File: config.mk
export PLATFORM = sky130hd
export DESIGN_NAME = pipe_stage_skid
export DESIGN_NICKNAME = d
export VERILOG_FILES = /design/src/rtl/pipe_pkg.sv /design/src/rtl/sat_counter.sv /design/src/rtl/pipe_stage_skid.sv
export SDC_FILE = /design/constraint.sdc
export NUM_CORES = 1
export LEC_CHECK = 0
export CORE_MARGIN = 2
export CORE_UTILIZATION = 25
export CTS_CLUSTER_SIZE = 25
export DETAILED_ROUTE_END_ITERATION = 12
export HOLD_SLACK_MARGIN = 0.03
export MAX_ROUTING_LAYER = met4
export SETUP_SLACK_MARGIN = 0.5
export SLEW_MARGIN = 20
export SYNTH_ARGS = -nofsm -noshare
export SYNTH_HDL_FRONTEND = slang
export SYNTH_HIERARCHICAL = 1
export SYNTH_SLANG_ARGS = --single-unit
export TNS_END_PERCENT = 100
File: constraint.sdc
create_clock -name clk -period 2.4 [get_ports clk]
set_input_delay 0.48 -clock clk [delete_from_list [all_inputs] [get_ports clk]]
set_output_delay 0.48 -clock clk [all_outputs]
set_load 0.005 [all_outputs]
File: src/rtl/pipe_pkg.sv
// Shared definitions for the elastic pipeline stage registers.
// - stage_state_e : occupancy state of a two-entry skid stage; the encoding
//                   equals the number of held entries so it can drive occ directly.
// - OCC_W         : width of the occupancy output.
package pipe_pkg;

  localparam int OCC_W = 2;

  typedef enum logic [OCC_W-1:0] {
    EMPTY = 2'd0,
    HALF  = 2'd1,
    FULL  = 2'd2
  } stage_state_e;

  // Occupancy is the state encoding itself; kept as a function so callers
  // do not depend on that coincidence.
  function automatic logic [OCC_W-1:0] occ_of(stage_state_e s);
    return OCC_W'(s);
  endfunction

endpackage

File: src/rtl/sat_counter.sv
// Saturating event counter.
// Ports:
//   clk   in          clock, rising edge
//   rst   in          synchronous active-low reset (count -> 0)
//   inc   in          count one event this cycle
//   clr   in          clear to zero; wins over inc
//   count out [CNT_W] current count, holds at all-ones
module sat_counter #(
  parameter int CNT_W = 16
) (
  input  logic             clk,
  input  logic             rst,
  input  logic             inc,
  input  logic             clr,
  output logic [CNT_W-1:0] count
);

  // NOTE: sequential state is written with non-blocking assignments only, so
  // every flop samples the values present before the edge.
  always_ff @(posedge clk) begin
    if (!rst) begin
      count <= '0;
    end else if (clr) begin
      count <= '0;
    end else if (inc && (count != {CNT_W{1'b1}})) begin
      count <= count + 1'b1;
    end
  end

endmodule

File: src/rtl/pipe_stage_skid.sv
// Elastic pipeline stage register with a two-entry skid buffer.
// Carries one flat WIDTH-bit payload under a valid/ready handshake. The skid
// entry absorbs the one payload that can arrive while downstream stalls, which
// lets in_ready_o depend only on registered state.
// Ports:
//   clk          in           clock, rising edge
//   rst          in           synchronous active-low reset
//   flush_i      in           squash all held entries
//   in_valid_i   in           upstream payload valid
//   in_ready_o   out          stage can accept (from state register)
//   in_data_i    in  [WIDTH]  upstream payload
//   out_valid_o  out          payload valid toward downstream
//   out_ready_i  in           downstream accepts
//   out_data_o   out [WIDTH]  head payload
//   occ_o        out [2]      entries held: 0, 1 or 2
//   cnt_clr_i    in           clear stall counter
//   stall_cnt_o  out [CNT_W]  saturating count of valid-but-not-ready cycles
module pipe_stage_skid
  import pipe_pkg::*;
#(
  parameter int WIDTH = 32,
  parameter int CNT_W = 16
) (
  input  logic             clk,
  input  logic             rst,
  input  logic             flush_i,
  input  logic             in_valid_i,
  output logic             in_ready_o,
  input  logic [WIDTH-1:0] in_data_i,
  output logic             out_valid_o,
  input  logic             out_ready_i,
  output logic [WIDTH-1:0] out_data_o,
  output logic [OCC_W-1:0] occ_o,
  input  logic             cnt_clr_i,
  output logic [CNT_W-1:0] stall_cnt_o
);

  stage_state_e     state_q, state_d;
  logic [WIDTH-1:0] main_q, skid_q;
  logic             acc, take;
  logic             load_main_in, load_main_skid, load_skid_in;

  assign in_ready_o  = (state_q != FULL);
  assign out_valid_o = (state_q != EMPTY);
  assign out_data_o  = main_q;
  assign occ_o       = occ_of(state_q);

  assign acc  = in_valid_i & in_ready_o;
  assign take = out_valid_o & out_ready_i;

  // Next state and data-register load enables.
  // NOTE: every signal assigned here gets a default first, so no path leaves
  // one unassigned and no latch is inferred.
  always_comb begin
    state_d        = state_q;
    load_main_in   = 1'b0;
    load_main_skid = 1'b0;
    load_skid_in   = 1'b0;
    if (flush_i) begin
      // Anything accepted this cycle is squashed; a take still completes.
      state_d = EMPTY;
    end else begin
      unique case (state_q)
        EMPTY: begin
          if (acc) begin
            load_main_in = 1'b1;
            state_d      = HALF;
          end
        end
        HALF: begin
          if (acc && take) begin
            load_main_in = 1'b1;
          end else if (acc) begin
            load_skid_in = 1'b1;
            state_d      = FULL;
          end else if (take) begin
            state_d      = EMPTY;
          end
        end
        FULL: begin
          // in_ready_o is low here, so acc cannot occur.
          if (take) begin
            load_main_skid = 1'b1;
            state_d        = HALF;
          end
        end
        default: state_d = EMPTY;
      endcase
    end
  end

  // NOTE: the payload registers are reset as well, so out_data_o reads zero
  // after reset instead of stale data; flush leaves them alone since
  // out_valid_o already masks them.
  always_ff @(posedge clk) begin
    if (!rst) begin
      state_q <= EMPTY;
      main_q  <= '0;
      skid_q  <= '0;
    end else begin
      state_q <= state_d;
      if (load_main_in) begin
        main_q <= in_data_i;
      end else if (load_main_skid) begin
        main_q <= skid_q;
      end
      if (load_skid_in) begin
        skid_q <= in_data_i;
      end
    end
  end

  // Back-pressure statistics: the head is valid but downstream refuses it.
  sat_counter #(
    .CNT_W(CNT_W)
  ) u_stall_cnt (
    .clk  (clk),
    .rst  (rst),
    .inc  (out_valid_o & ~out_ready_i),
    .clr  (cnt_clr_i),
    .count(stall_cnt_o)
  );

endmodule

==> flow_summary.toml <==
[logic_synthesis]
syn_inst = 439
synth_compound_area_share_pct = 28.86
synth-main-ff-cell = "dfxtp_1"
synth_fp_nets = 478
ys_seq_elements = 82
synth_top_family_by_area = "compound AO/OA/AOI/OAI gates"
yosys_warnings = 6
ys_seq_area_share_pct = 42.45
synth_top_area_share_pct = 42.45
synthTopCellsByArea = "dfxtp_1 42%, nand2_1 6.9%, a31oi_1 5.2%"
syn_avg_cell_area_um2 = 8.810
synthAdderAreaFrac_pct = 0.3235
synth_edf_count = 0
synthArstFlopShare_pct = 0
synth_most_common_cell = "dfxtp_1"
synthesis.area_um2 = 3867
synth.top_cells.by_count = "82 x dfxtp_1, 71 x nand2_1, 36 x nand3_1, 32 x a31oi_1, 24 x o31ai_1"
synth_top_area_cell = "dfxtp_1"
synth_simple_gate_area_share_pct = 20.74
muxShareOfSynthArea_pct = 0.5176
synthDistinctLibCells = 59
synth_xor_area_share_pct = 0.9059

[place]
numPortBuffers = 89
place_hpwl_mm = 6.868
routabilityCongestion = 0.8176

[route]
first_pass_iters = 6
via_per_inst = 5.151
wl_per_cell_um = 15.70
wirelength_mm = 11.15
vias = 3657
route.detailed.drc = 0
antenna_left = 0
drt-initial-drc-count = 296

[die]
die_h_um = 128.4
fp.dieArea_um2 = 16480
die_x_um = 128.4
initial_core_util_pct = 25.53
pin_count = 90
rows = 45
fp.coreArea_um2 = 15150

[run]
max_cap_viol_count = 0

[final_layout]
drive_gt1_share_pct = 13.03
area_delta_synth_final_pct = 37.85
final_net_count = 556
antenna_cells = 0

[power_and_ir_drop]
peakVddDrop_uv = 318.8
power_density_nw_per_um2 = 617.1
p_leak_uw = 0.001756

[status]
status = "finished, final reports clean"

[clocking]
cts.clk_slew.worst_paths_ns = 0.06
cts_sinks = 82
cts.path.max_buffers = 2
insertion_delay_ns = 0.34
cts_buffers = 9
htree_num_levels = 3
cts_hold_buf = 0
root_buffer = "clkbuf_16"
cts_tree = "built"

[timing]
hold_violations = 0
slew_violations = 0
hold_ws_ns = 0.4676
worst_pin_slew_ns = 0.7409
fin_crit_sh_pct = 76.94
slew-limit-headroom_pct = 50.60
tns_ns = 0
rsz0062_at_grt = "true"
setup_viol = 0
period_needed_ns = 1.846
skew_ns = 0.006827
timing.fmax_ghz = 0.5416

[global_routing]
antenna_found_initial = 0
grt_max_degree = 66
grt_pass1_vias = 3592
grt-ovfl-total = 0
gr-usage-all-layers_pct = 14.00
grt_pass1_wl_mm = 17.75

[worst_setup_path]
worstPathArrival_ns = 1.37
endpoint_kind = "primary output"
worst_setup_path_start_kind = "register"
crit_type = "register to primary output"
crit_fanout = 2
critical_path_required_ns = 1.92

[worst_hold_path]
hold_path_class = "register to register"
critical path, cell delays in order (launching register included):
cell and delay (ns):
dfxtp_1 0.34, buf_6 0.10, buf_4 0.10, clkdlybuf4s50_1 0.49
through the flow:
stage | power, uW | util [%] | setup WS [ns] | cells | area [um2]
after global routing | 3434 | 35.20 | 0.4971 | 710 | 5331
after detailed placement | 1822 | 32.60 | 0.1673 | 691 | 4937
after floorplan | 1621 | - | 0.5443 | 439 | 3867
final | 3290 | 35.20 | 0.5535 | 710 | 5331
after global placement | 1816 | 32.60 | 0.1930 | 691 | 4937
after CTS | 3331 | 34.85 | 0.4922 | 709 | 5279
layout by cell type (no fill, tap or decap), types with 3 or more instances in the layout:
master	n
a21boi_0	10
a21boi_1	22
a21oi_1	5
a31oi_1	32
and2_1	3
buf_12	4
buf_4	12
clkbuf_16	10
clkdlybuf4s50_1	86
dfxtp_1	79
nand2_1	71
nand2b_1	4
nand3_1	36
nor2_1	11
nor4_1	3
o21ai_0	16
o21ai_1	20
o31ai_1	21
o31ai_2	11
xor2_1	3
worst paths after layout:
kind                           from                          to  slack, ns  cells after the start
max           occ_o[1]$_SDFFE_PP0P_                    occ_o[1]       0.55                      3
min          skid_q[4]$_SDFFE_PN0P_  out_data_o[4]$_SDFFE_PN0P_       0.47                      2
max reg2reg   occ_o[1]$_SDFFE_PP0P_  out_data_o[0]$_SDFFE_PN0P_       0.61                      7
min reg2reg  skid_q[4]$_SDFFE_PN0P_  out_data_o[4]$_SDFFE_PN0P_       0.47                      2
timing repair:
| action | CTS | global route |
|---|---|---|
| gates resized for setup | 6 | 9 |
| cloned | 0 | 1 |
| endpoints found under the setup margin | 7 | 42 |
| setup buffers | 2 | 0 |
| pin swaps | 0 | 1 |
final cells by class:
| class | count | area (um2) |
|---|---|---|
| timing repair buffer | 107 | 1090 |
| tap | 188 | 235.2 |
| inverter | 2 | 7.507 |
| clock buffer | 11 | 242.7 |
| multi-input combinational | 315 | 2031 |
| sequential | 82 | 1648 |
| clock inverter | 5 | 77.57 |
| fill | 1500 | 9814 |
power breakdown:
| group | switching, uW | total, uW | internal [uW] |
|---|---|---|---|
| Clock | 554 | 1490 | 936 |
| Sequential | 26.0 | 1430 | 1410 |
| Combinational | 170 | 368 | 198 |
layer usage:
metal  vias up  GRT usage, %  share of wire (%)
li1       1773             -                  -
met1      1768         16.33                 46
met2       102         23.03                 47
met3        14         3.825                5.4
met4         0         5.301                1.7
met5         -             -                  0
sequential cells by signal, summed over array words and instances, names as in the netlist:
signal and flops:
u_stall_cnt/count 16, occ_o 2, skid_q 32, out_data_o 32
cells by family after synthesis:
group	count (synthesis)
adders and majority gates	1
AOI/OAI and AO/OA	153
and+or+nand+nor	155
xor gates and xnor gates	4
muxes	2
buffers and inverters	42
DFF	82
No activity file was read; power rests on OpenSTA's default activity.
